$ cat config.mk
export PLATFORM = sky130hd
export DESIGN_NAME = bus_controller
export DESIGN_NICKNAME = d
export VERILOG_FILES = /design/src/rtl/bus_controller_pkg.sv /design/src/rtl/bus_controller_decoder.sv /design/src/rtl/bus_controller.sv
export SDC_FILE = /design/constraint.sdc
export NUM_CORES = 1
export LEC_CHECK = 0
export ABC_AREA = 1
export BUFFER_PORTS_ARGS = -buffer_cell sky130_fd_sc_hd__buf_4
export CORE_ASPECT_RATIO = 1.1
export CORE_MARGIN = 2
export CORE_UTILIZATION = 40
export DETAILED_ROUTE_END_ITERATION = 8
export GPL_ROUTABILITY_DRIVEN = 0
export PLACE_DENSITY_LB_ADDON = 0.2
export SLEW_MARGIN = 10
export SYNTH_ARGS = -nofsm -noshare
export SYNTH_HDL_FRONTEND = slang
export SYNTH_SLANG_ARGS = --single-unit
$ cat constraint.sdc
create_clock -name clock -period 1.1 [get_ports clock]
set_input_delay 0.055 -clock clock [delete_from_list [all_inputs] [get_ports clock]]
set_output_delay 0.055 -clock clock [all_outputs]
set_load 0.1 [all_outputs]
$ cat src/rtl/bus_controller_pkg.sv
// Shared encodings for the bus control sequencer: timesteps, opcodes,
// ALU function codes and the instruction word field layout.
package bus_ctrl_pkg;

    typedef enum logic [1:0] {
        T0 = 2'd0,
        T1 = 2'd1,
        T2 = 2'd2,
        T3 = 2'd3
    } tstep_t;

    localparam int OP_MSB = 8;
    localparam int OP_LSB = 6;
    localparam int RX_MSB = 5;
    localparam int RX_LSB = 3;
    localparam int RY_MSB = 2;
    localparam int RY_LSB = 0;

    localparam logic [2:0] OP_MV  = 3'b000;
    localparam logic [2:0] OP_MVI = 3'b001;
    localparam logic [2:0] OP_ADD = 3'b010;
    localparam logic [2:0] OP_SUB = 3'b011;
    localparam logic [2:0] OP_AND = 3'b100;

    localparam logic [1:0] ALU_ADD  = 2'b00;
    localparam logic [1:0] ALU_SUB  = 2'b01;
    localparam logic [1:0] ALU_AND  = 2'b10;
    localparam logic [1:0] ALU_PASS = 2'b11;

    function automatic logic is_alu_op(input logic [2:0] op);
        return (op == OP_ADD) || (op == OP_SUB) || (op == OP_AND);
    endfunction

    function automatic logic [1:0] alu_code(input logic [2:0] op);
        logic [1:0] code;
        case (op)
            OP_ADD:  code = ALU_ADD;
            OP_SUB:  code = ALU_SUB;
            OP_AND:  code = ALU_AND;
            default: code = ALU_PASS;
        endcase
        return code;
    endfunction

endpackage

$ cat src/rtl/bus_controller_decoder.sv
// Register index to one-hot decoder; all zeros unless enabled so that an
// idle cycle can never leave a stray load or bus select asserted.
module reg_index_decoder #(
    parameter int NUM_REGS = 8
) (
    input  logic [$clog2(NUM_REGS)-1:0] index,
    input  logic                        enable,
    output logic [NUM_REGS-1:0]         onehot
);

    // One-hot expansion of the index, gated by enable
    always_comb begin
        onehot = '0;
        if (enable) begin
            onehot[index] = 1'b1;
        end else begin
            onehot = '0;
        end
    end

endmodule

$ cat src/rtl/bus_controller.sv
// Control sequencer for the 16-bit datapath bus: decodes III XXX YYY and
// drives mux selects / load enables combinationally over timesteps T0-T3.
module bus_controller
    import bus_ctrl_pkg::*;
#(
    parameter int IR_WIDTH = 9,
    parameter int NUM_REGS = 8
) (
    input  logic                clock,
    input  logic                reset,
    input  logic                run,
    input  logic [IR_WIDTH-1:0] ir,
    output logic                done,
    output logic                irin,
    output logic [NUM_REGS-1:0] rin,
    output logic                ain,
    output logic                gin,
    output logic [1:0]          alu_op,
    output logic                imediate_select,
    output logic                r0_select,
    output logic                r1_select,
    output logic                r2_select,
    output logic                r3_select,
    output logic                r4_select,
    output logic                r5_select,
    output logic                r6_select,
    output logic                r7_select,
    output logic                r_select
);

    localparam int IDX_W = $clog2(NUM_REGS);

    tstep_t              state;
    tstep_t              state_nxt;
    logic [IR_WIDTH-1:0] ir_reg;
    logic [2:0]          op;
    logic [IDX_W-1:0]    rx;
    logic [IDX_W-1:0]    ry;
    logic                rin_en;
    logic                sel_en;
    logic [IDX_W-1:0]    sel_idx;
    logic [NUM_REGS-1:0] sel_onehot;

    assign op = ir_reg[OP_MSB:OP_LSB];
    assign rx = ir_reg[RX_MSB:RX_LSB];
    assign ry = ir_reg[RY_MSB:RY_LSB];

    // Timestep and instruction register
    always_ff @(posedge clock) begin
        if (reset) begin
            state  <= T0;
            ir_reg <= '0;
        end else begin
            state <= state_nxt;
            if (irin) begin
                ir_reg <= ir;
            end
        end
    end

    // Next timestep; combinations an opcode never visits fall back to T0
    always_comb begin
        state_nxt = T0;
        case (state)
            T0:      state_nxt = run ? T1 : T0;
            T1:      state_nxt = is_alu_op(op) ? T2 : T0;
            T2:      state_nxt = is_alu_op(op) ? T3 : T0;
            T3:      state_nxt = T0;
            default: state_nxt = T0;
        endcase
    end

    // Control decode; reset forces every output low in the same cycle
    always_comb begin
        irin            = 1'b0;
        done            = 1'b0;
        ain             = 1'b0;
        gin             = 1'b0;
        alu_op          = ALU_ADD;
        imediate_select = 1'b0;
        r_select        = 1'b0;
        rin_en          = 1'b0;
        sel_en          = 1'b0;
        sel_idx         = '0;
        if (!reset) begin
            case (state)
                T0: irin = run;
                T1: begin
                    case (op)
                        OP_MV: begin
                            sel_en  = 1'b1;
                            sel_idx = ry;
                            rin_en  = 1'b1;
                            done    = 1'b1;
                        end
                        OP_MVI: begin
                            imediate_select = 1'b1;
                            rin_en          = 1'b1;
                            done            = 1'b1;
                        end
                        OP_ADD, OP_SUB, OP_AND: begin
                            sel_en  = 1'b1;
                            sel_idx = rx;
                            ain     = 1'b1;
                        end
                        default: done = 1'b1;
                    endcase
                end
                T2: begin
                    if (is_alu_op(op)) begin
                        sel_en  = 1'b1;
                        sel_idx = ry;
                        gin     = 1'b1;
                        alu_op  = alu_code(op);
                    end else begin
                        sel_en = 1'b0;
                    end
                end
                T3: begin
                    if (is_alu_op(op)) begin
                        r_select = 1'b1;
                        rin_en   = 1'b1;
                        done     = 1'b1;
                    end else begin
                        rin_en = 1'b0;
                    end
                end
                default: irin = 1'b0;
            endcase
        end else begin
            irin = 1'b0;
        end
    end

    reg_index_decoder #(.NUM_REGS(NUM_REGS)) u_rin_dec (
        .index  (rx),
        .enable (rin_en),
        .onehot (rin)
    );

    reg_index_decoder #(.NUM_REGS(NUM_REGS)) u_sel_dec (
        .index  (sel_idx),
        .enable (sel_en),
        .onehot (sel_onehot)
    );

    assign r0_select = sel_onehot[0];
    assign r1_select = sel_onehot[1];
    assign r2_select = sel_onehot[2];
    assign r3_select = sel_onehot[3];
    assign r4_select = sel_onehot[4];
    assign r5_select = sel_onehot[5];
    assign r6_select = sel_onehot[6];
    assign r7_select = sel_onehot[7];

endmodule

==> results of run 1 <==
-- kinds of logic after synthesis --
family                     count (synthesis)  synth area share [%]
and+or+nand+nor                           72                  43.4
adders and majority gates                  4                  6.25
buffers and inverters                     18                  8.59
AOI/OAI and AO/OA                         17                  14.2
DFF                                       11                  27.5
-- through the flow --
stage	instances	instance area [sq um]	TNS [ns]
detailed placement	201	1520	-9.02
global placement	201	1520	-7.50
floorplan	122	1080	-10.91
==> impl_results.md, run 1 <==
* Number of placed I/O pins at 36
* Clock Sinks at 11
* Async SR Flop Fraction at 0%
* I/O Buffers at 35
* CTS Buf Count at 3
* Post-synth EDFFs at 0
* CTS Hold Bufs at 0
* Rows at 16
* Error msg: [ERROR DPL-0038] Utilization greater than 100%, impossible to legalize
* Warnings, synthesis at 0
* Initial Utilization at 43.5%
* Synth area leaders: dfxtp_1 (28%), nor2_1 (12%), nand2_1 (9.8%)
* CTS root buf: clkbuf_4
* Syn_nets at 138
* Failed at: 4_1_cts
* Clock H-tree levels at 1
* Resized Gates After CTS at 87
* Height of the chip at 50.9 um
* Cell taking the most area after synthesis: dfxtp_1
* Synthesized area at 801 sq um
* Max Root-Sink Buffers at 2
* Place WS at -0.493 ns
* Avg Cell Area, Syn at between 6 and 7 sq um
* Post CTS Setup Buffer Count at 5
* Synth top area share at 27.5%
* Status: did not finish
* Post-synth top flop: dfxtp_1
* Die width at 46.7 um
* Most instantiated library cell after synthesis: nor2_1
* Hpwl dp at ~2200 um
* #FFs+latches synth at 11
* Cells after synthesis at about 120
* Register area share after synthesis at 27.5%
* Synth top cells by count: nor2_1 (26), nand2_1 (21), inv_1 (14)
* Synth unique cells at 19
==> inputs of run 2 (changes only) <==
- CORE_AREA: unset -> 2 2 63 65
- CORE_ASPECT_RATIO: 1.1 -> unset
- CORE_MARGIN: 2 -> unset
- CORE_UTILIZATION: 40 -> unset
- DIE_AREA: unset -> 0 0 65 67
- PLACE_DENSITY_LB_ADDON: 0.2 -> 0.15
- clock period: 1.1 -> 1.43 ns (I/O delays scaled with it)
==> run 2 against run 1 <==
  * Synthesized area unchanged
  * Synthesized cell count is the same
  * The flow now finishes, with violations (negative setup slack)
==> impl_results.md, run 2 <==
* Vias/cell at around 4.4
* Crit Path Category: reg2out
* Pin count of the biggest net entering global routing at 14
* DRC violations left at 0
* Post-synth top flop: dfxtp_1
* Register area share after synthesis at 27.5% (unchanged)
* Clock H-tree levels at 1 (unchanged)
* Post-DRT Antenna Nets at 0
* Slew headroom at 85.8%
* Worst-margin pin slew at 0.210 ns
* Max Cap Viol at 0
* Finished Core Util at a little over half
* Failing checks: negative setup slack
* Layout fillers at 338
* Synthesized area at 801 sq um (unchanged)
* Core area at ~0.0036 sq mm
* Status: finished, violations left
* Vias at 958
* #FFs+latches synth at 11 (unchanged)
* Hold Fails Final Rpt at 0
* Cells after synthesis at 122 (unchanged)
* Max Root-Sink Buffers at 2 (unchanged)
* Routed Wire Length at 2580 um
* Worst Skew at 0.000846 ns
* Die width at 65 um (+39%)
* Initial antenna violation count at 0
* I/O Buffers at 35 (unchanged)
* First-pass GRT wire length at 4310 um
* Avg Cell Area, Syn at 6.56 sq um (unchanged)
* Most common cell after layout, fill and taps aside: buf_12
* Hpwl dp at 2100 um (-4.7%)
* DRT Pass-1 Iters at 4
* Synth top cells by count: nor2_1 (26), nand2_1 (21), inv_1 (14)
* Setup violators final at 20
* Initial Utilization at 22.2% (-21 points)
* Tcrit/Tclk final at 122%
* Post-layout minimum cycle time at 1.74 ns
* Syn_nets at 138 (unchanged)
* Peak supply drop at about 550 uV
* CTS Buf Count at 3 (unchanged)
* Rows at 22 (+6)
* Number of global-route vias before repair at between 900 and 1000
* RSZ-0062 raised after global routing: yes
* Synth top area share at 27.5% (unchanged)
* Fin worst setup slack at -0.308 ns
* Synth area leaders: dfxtp_1 (28%), nor2_1 (12%), nand2_1 (9.8%)
* Number of DRC markers in iteration 0 at 33
* Max-slew violations at 0
* GRT Residual Overflow at 0
* Post-synth EDFFs at 0 (unchanged)
* Synth unique cells at 19 (unchanged)
* Area added between synthesis and finish at 136%
* Async SR Flop Fraction at 0% (unchanged)
* Worst setup EP type: primary output
* CTS root buf: clkbuf_8
* CP startpoint kind: flop
* Drt wl/cell at 11.8 um
* # diodes at 0
* Most instantiated library cell after synthesis: nor2_1
* Final nets at 188
* Number of placed I/O pins at 36 (unchanged)
* Most frequent cells in the layout: buf_12 (25), nor2_4 (21), buf_4 (19)
* Power density cells at 515 mW/mm^2
* LEAKAGE at 0.000760 uW
* CTS tree: yes
* Arrival @ worst endpoint at 1.67 ns
* Clk pin slew, worst setup/hold paths at 0.05 ns
* Cell taking the most area after synthesis: dfxtp_1
* Die ar. at 0.00436 sq mm
* Crit path required time at 1.36 ns
* Worst min-delay path class: in2reg
* Height of the chip at 67 um (+32%)
* Total track usage at between 10% and 20%
* Max FO, Critical Path at 5
* FMAX at around 580 MHz
* Largest register FFs at 9
* Clock latency on the worst-skew pair at 0.23 ns
* Clock Sinks at 11 (unchanged)
* Place WS at -0.168 ns (+0.325 ns)
* Layout cells sized above 1 at 67.8%
* Warnings, synthesis at 0 (unchanged)
run 2: cell counts after synthesis:
No cell type changed its count.
run 2: cells by family (layout without fill, tap and decap cells):
family	count (synthesis)	count (layout)	share of synthesized area [%]
AND/OR/NAND/NOR	72	72	43.4
AO/OA/AOI/OAI	17	17	14.2
adder cells (fa/ha/maj)	4	4	6.25
flip-flops	11	11	27.5
buffers and inverters	18	67	8.59
run 2: final timing paths:
| check | start | end | slack [ns] | cells after the start |
|---|---|---|---|---|
| worst max-delay path | state[0] | r4_select | -0.31 | 10 |
| worst min-delay path | ir[0] | ir_reg[0] | 0.1 | 3 |
| worst max register to register | state[0] | ir_reg[8] | 0.19 | 6 |
| worst min register to register | ir_reg[1] | ir_reg[1] | 0.52 | 2 |
run 2: per-stage QoR:
step | hold WS [ns] | area (sq um) | std cells | TNS (ns) | power [uW]
finish | 0.0951 | 1890 | 219 | -3.85 | 974
global route | 0.0934 | 1890 | 219 | -5.98 | 1030
CTS | 0.0926 | 1870 | 219 | -4.14 | 980
detailed placement | 0.343 | 1490 | 215 | -1.43 | 640
global placement | 0.329 | 1490 | 215 | -1.21 | 635
floorplan | 0.150 | 1070 | 122 | -2.89 | 544
run 2: per-layer routing:
metal  share of wire (%)  vias to the layer above  global-route usage (%)
met5                   0                        -                       0
met4                0.27                        0                    1.60
met3                 3.9                        2                    3.72
met2                  54                       18                    23.8
met1                  42                      451                    14.9
li1                    -                      487                       -
run 2: worst max-delay path, cell delays in order, from the launching register on:
cell	delay [ns]
dfxtp_4	0.37
inv_2	0.04
ha_2	0.19
nand2_4	0.10
nand2_4	0.09
nand2_4	0.09
nand2_4	0.05
nand2_4	0.14
inv_4	0.07
nor2_4	0.10
buf_12	0.18
run 2: repair_timing:
item / CTS / global route
setup endpoints to repair: 24 / 24
buffers inserted: 0 / 2
gates resized for setup: 80 / 5
cloned: 0 / 0
hold buffers: 0 / 0
pin swaps: 6 / 3
run 2: layout make-up:
| cell class | instances | area, sq um | area share (%) |
|---|---|---|---|
| Multi-Input combinational cell | 93 | 815 | 43.1 |
| Inverter | 16 | 62.6 | 3.31 |
| Timing Repair Buffer | 47 | 677 | 35.8 |
| Clock buffer | 4 | 45.0 | 2.38 |
| Sequential cell | 11 | 231 | 12.2 |
| Tap cell | 48 | 60.1 | 3.18 |
run 2: report_power, final:
group,internal (uW),total (uW),switching [uW],leakage [uW]
clock,196,311,115,0.0000228
sequential,328,352,24.3,0.0000932
combinational,120,311,191,0.000644
(Power assumes the default switching activity.)
==> inputs of run 3 (changes only) <==
==> constraint.sdc (replaced) <==
create_clock -name clock -period 1.43 [get_ports clock]
set_input_delay 0.143 -clock clock [delete_from_list [all_inputs] [get_ports clock]]
set_output_delay 0.143 -clock clock [all_outputs]
set_load 0.1 [all_outputs]
==> run 3 against run 2 <==
  * The run still ends with negative setup slack left
  * Clock skew rose by 0.0064 ns
  * Flip-flop and latch count did not move
  * Critical path type unchanged
  * Sequential share of layout area fell by 0.52 points
  * Critical endpoint is now r6_select
  * Highest routed layer unchanged
==> impl_results.md, run 3 (same netlist as run 2, synthesis figures left out) <==
* Area added between synthesis and finish at 147%
* Clock H-tree levels at 1 (unchanged)
* Max-slew violations at 0 (unchanged)
* Worst min-delay path class: in2reg
* Hold Fails Final Rpt at 0 (unchanged)
* Core area at 0.00361 sq mm (unchanged)
* CTS tree: yes
* Rows at 22 (unchanged)
* Routed Wire Length at 2770 um (+7.5%)
* Layout cells sized above 1 at 69.5% (+1.7 points)
* Max Root-Sink Buffers at 2 (unchanged)
* Max Cap Viol at 0 (unchanged)
* Drt wl/cell at 12.3 um (+4.7%)
* Number of DRC markers in iteration 0 at 28 (-15%)
* Worst setup EP type: primary output
* RSZ-0062 raised after global routing: yes
* Max FO, Critical Path at 3 (-2)
* I/O Buffers at 35 (unchanged)
* Place WS at -0.258 ns (-0.0894 ns)
* Area of placed instances at 0.00149 sq mm (-0.34%)
* Power density cells at 506 mW/mm^2 (-1.7%)
* Reg-to-reg setup timing slack at 0.13 ns (-0.06 ns)
* CP startpoint kind: flop
* Total track usage at 14.5% (+1.7 points)
* Initial Utilization at 22.2% (unchanged)
* Clk pin slew, worst setup/hold paths at 0.05 ns (about the same)
* Worst-margin pin slew at 0.264 ns (+0.0535 ns)
* Arrival @ worst endpoint at 1.71 ns (+0.04 ns)
* Hpwl dp at 2060 um (-2.2%)
* Final nets at 194 (+3.2%)
* # diodes at 0 (unchanged)
* Initial antenna violation count at 0 (unchanged)
* Most common cell after layout, fill and taps aside: buf_4
* Height of the chip at 67 um (unchanged)
* FMAX at 541 MHz (-6.0%)
* Pin count of the biggest net entering global routing at 14 (unchanged)
* CTS root buf: clkbuf_8
* Clock Sinks at 11 (unchanged)
* Largest register FFs at 9 (unchanged)
* Post-route cell area at 0.00197 sq mm (+4.4%)
* LEAKAGE at 0.000768 uW (+1.0%)
* Clock latency on the worst-skew pair at 0.24 ns (about the same)
* Slew headroom at 82.4% (-3.4 points)
* Most frequent cells in the layout: buf_4 (26), buf_12 (24), nor2_4 (21)
* CTS Buf Count at 3 (unchanged)
* Vias at 984 (+2.7%)
* Vias/cell at 4.37 (about the same)
* Fin worst setup slack at -0.418 ns (-0.110 ns)
* Die width at 65 um (unchanged)
* Crit path required time at 1.29 ns (-0.07 ns)
* Post-layout minimum cycle time at 1.85 ns (+0.110 ns)
* Status: finished, violations left
* Worst Skew at 0.00726 ns (+0.00641 ns)
* Peak supply drop at 443 uV (-20%)
* Number of placed I/O pins at 36 (unchanged)
* Crit Path Category: reg2out
* Setup violators final at 24 (+20%)
* Post-DRT Antenna Nets at 0 (unchanged)
* First-pass GRT wire length at 4800 um (+11%)
* Failing checks: negative setup slack
* Die ar. at 0.00436 sq mm (unchanged)
* Tcrit/Tclk final at 129% (+7.7 points)
* DRT Pass-1 Iters at 4 (unchanged)
* DRC violations left at 0 (unchanged)
* Number of global-route vias before repair at 1059 (+11%)
* GRT Residual Overflow at 0 (unchanged)
==> run 3: routing by layer <==
metal / track usage [%] / wire (um)
met5: 0 / 0
met4: 3.19 / 21
met3: 4.05 / 104
met2: 27.8 / 1600
met1: 15.7 / 1040
==> run 3: path summary, 6_finish.rpt <==
check	cells past startpoint	from	to
worst max-delay path	7	state[0]	r6_select
worst min-delay path	3	ir[1]	ir_reg[1]
worst max register to register	6	state[0]	ir_reg[7]
worst min register to register	2	ir_reg[0]	ir_reg[0]
==> run 3: area by class of cell <==
| class | count | area [sq um] |
|---|---|---|
| fill | 315 | 1630 |
| multi-input combinational | 93 | 866 |
| timing repair buffer | 53 | 709 |
| sequential | 11 | 231 |
| inverter | 16 | 62.6 |
| tap | 48 | 60.1 |
| clock buffer | 4 | 45.0 |
==> run 3: worst max-delay path, cell delays in order, from the launching register on <==
cell	delay [ns]
dfxtp_4	0.37
inv_2	0.05
ha_1	0.28
nand2_2	0.08
a21oi_4	0.23
nand3_4	0.13
nor2_4	0.14
buf_12	0.18
==> run 3: where the power goes <==
group          internal (uW)  total, uW  switching [uW]
Sequential               328        355            26.8
Combinational            128        325             198
Clock                    196        320             124
Total                    652       1000             348
==> run 3: what timing repair did <==
action	in CTS	in global routing
gates resized for setup	88	6
hold buffers	0	0
cloned	0	0
pin swaps	10	9
buffers inserted	3	2
endpoints found under the setup margin	24	24
==> run 3: per-stage QoR <==
| step | utilization (%) | power (uW) | TNS, ns | hold WS [ns] | std cells |
|---|---|---|---|---|---|
| finish | 54.8 | 1000 | -7.16 | 0.161 | 225 |
| global route | 54.8 | 1050 | -9.00 | 0.166 | 225 |
| CTS | 53.6 | 1000 | -7.07 | 0.157 | 223 |
| detailed placement | 41.2 | 635 | -2.66 | 0.406 | 216 |
| global placement | 41.2 | 631 | -2.27 | 0.402 | 216 |
| floorplan | - | 544 | -4.38 | 0.221 | 122 |
==> inputs of run 4 (changes only) <==
- CTS_CLUSTER_SIZE: unset -> 28
- RECOVER_POWER: unset -> 50
==> run 4 against run 3 <==
  * The run still ends with negative setup slack left
  * Maximum frequency decreased by 0.51%
  * Non-clock buffer count unchanged
  * Clock power about the same
  * Register-to-register slack got worse by 0.14 ns
  * Sequential power barely moved
  * Combinational power about the same
==> impl_results.md, run 4 (same netlist as run 2, synthesis figures left out) <==
* Status: finished, violations left
* Failing checks: negative setup slack
* Clock Sinks at 11 (unchanged)
* Hold Crit Endpoint: ir_reg[2]
* Pin count of the biggest net entering global routing at 14 (unchanged)
* CP startpoint kind: flop
* Crit Path Category: reg2out
* Worst Skew at 0.00759 ns (+0.000333 ns)
* Crit path required time at 1.29 ns (about the same)
* Seq pwr share at 35.6% (about the same)
* Slew headroom at 80.4% (-2.0 points)
* Layout cells sized above 1 at 68.9% (-0.56 points)
* Reg-to-reg setup timing slack at -0.01 ns (-0.14 ns)
* I/O Buffers at 35 (unchanged)
* Hold Crit Start: ir[2]
* Initial antenna violation count at 0 (unchanged)
* Number of global-route vias before repair at 1059 (unchanged)
* Comb pwr share at 32.4% (about the same)
* NetSw at 346 uW (-0.57%)
* Core area at 0.00361 sq mm (unchanged)
* Die ar. at 0.00436 sq mm (unchanged)
* Number of placed I/O pins at 36 (unchanged)
* Storage cell area at 231 sq um (unchanged)
* DRC violations left at 0 (unchanged)
* Power density cells at 507 mW/mm^2 (about the same)
* Final nets at 194 (unchanged)
* Tcrit/Tclk final at 130% (+0.67 points)
* Post-DRT Antenna Nets at 0 (unchanged)
* First-pass GRT wire length at 4800 um (unchanged)
* # diodes at 0 (unchanged)
* Multi-input combinational cell area at 858 sq um (-0.87%)
* Vias at 986 (+0.20%)
* Fin worst setup slack at -0.428 ns (-0.00954 ns)
* DRT Pass-1 Iters at 4 (unchanged)
* Clk pwr share at 32.0% (about the same)
* Max Cap Viol at 0 (unchanged)
* Height of the chip at 67 um (unchanged)
* Drt wl/cell at 12.4 um (+0.36%)
* P_int at 650 uW (-0.24%)
* Clock H-tree levels at 1 (unchanged)
* Worst hold path cell count at 3 (unchanged)
* Worst min-delay path class: in2reg
* Total track usage at 14.5% (unchanged)
* Finished Core Util at 54.5% (-0.21 points)
* Max-slew violations at 0 (unchanged)
* Initial Utilization at 22.2% (unchanged)
* Post-layout minimum cycle time at 1.86 ns (+0.00954 ns)
* Vias/cell at 4.38 (+0.20%)
* GRT Residual Overflow at 0 (unchanged)
* Most common cell after layout, fill and taps aside: buf_4
* Layout fillers at 317 (+0.63%)
* CTS Buf Count at 3 (unchanged)
* LEAKAGE at 0.000765 uW (-0.32%)
* Reg2reg start: state[0]
* Max FO, Critical Path at 6 (+3)
* Reg-to-Reg End: ir_reg[7]
* Setup violators final at 25 (+4.2%)
* Arrival @ worst endpoint at 1.72 ns (about the same)
* Rows at 22 (unchanged)
* RSZ-0062 raised after global routing: yes
* Area of placed instances at 0.00149 sq mm (unchanged)
* Clk pin slew, worst setup/hold paths at 0.05 ns (about the same)
* Worst setup EP type: primary output
* Area added between synthesis and finish at 146%
* Peak supply drop at 441 uV (-0.30%)
* FMAX at 538 MHz (-0.51%)
* Clock latency on the worst-skew pair at 0.24 ns (about the same)
* CTS tree: yes
* Worst r2r path cells at 6 (unchanged)
* Largest register FFs at 9 (unchanged)
* Max Root-Sink Buffers at 2 (unchanged)
* Die width at 65 um (unchanged)
* Net Sw Frac at 34.7% (-0.074 points)
* Post-route cell area at 0.00197 sq mm (-0.38%)
* CTS root buf: clkbuf_8
* Hpwl dp at 2060 um (unchanged)
* Hold Fails Final Rpt at 0 (unchanged)
* Worst-margin pin slew at 0.294 ns (+0.0297 ns)
* Routed Wire Length at 2780 um (+0.36%)
* Total power at 996 uW (-0.36%)
* Most frequent cells in the layout: buf_4 (26), buf_12 (24), nor2_4 (21)
* Number of DRC markers in iteration 0 at 22 (-21%)
## run 4: metrics by stage
step | setup TNS, ns | worst slack [ns] | hold slack (ns) | cells
finish | -7.41 | -0.428 | 0.163 | 225
global route | -9.51 | -0.507 | 0.168 | 225
floorplan | -4.38 | -0.283 | 0.221 | 122
global placement | -2.27 | -0.222 | 0.402 | 216
CTS | -7.07 | -0.419 | 0.157 | 223
detailed placement | -2.66 | -0.258 | 0.406 | 216
## run 4: routing by layer
| layer | vias up | part of all wire (%) | GRT usage, % |
|---|---|---|---|
| met3 | 5 | 3.8 | 4.05 |
| met4 | 0 | 0.76 | 3.19 |
| li1 | 500 | - | - |
| met5 | - | 0 | 0 |
| met2 | 21 | 58 | 27.8 |
| met1 | 460 | 38 | 15.7 |
## run 4: cell type report
type / count / share of cell area (%)
Inverter: 16 / 3.18
Clock buffer: 4 / 2.29
Tap cell: 48 / 3.05
Timing Repair Buffer: 53 / 36.1
Sequential cell: 11 / 11.8
Multi-Input combinational cell: 93 / 43.6
## run 4: power by group through the flow
stage | Combinational (uW) | Sequential [uW] | Clock [uW]
4_1_cts | 322 | 355 | 327
5_1_grt | 344 | 358 | 345
3_3_place_gp | 274 | 357 | 0
6_report | 323 | 355 | 319
2_1_floorplan | 191 | 353 | 0
3_5_place_dp | 278 | 357 | 0
## run 4: critical path, stage by stage, from the launching register on
cell and delay, ns:
dfxtp_2 0.33, inv_2 0.07, ha_4 0.16, nand4_1 0.14, nand2_4 0.17, nand2_2 0.08
nand2_4 0.09, nand3_4 0.09, nor2_4 0.13, buf_12 0.18
## run 4: worst max-delay path by stage
stage / startpoint / endpoint / slack, ns
final: state[1] / r4_select / -0.43
after global routing: state[1] / r4_select / -0.51
after CTS: state[0] / r4_select / -0.42
after detailed placement: state[1] / r4_select / -0.26
after global placement: state[0] / r4_select / -0.22
after floorplan: state[0] / r2_select / -0.28
## run 4: repair_timing
action,4_1_cts,5_1_grt
buffers inserted,3,2
hold buffers,0,0
endpoints found under the setup margin,24,24
gates resized for setup,88,6
pin swaps,10,9
gates cloned,0,0
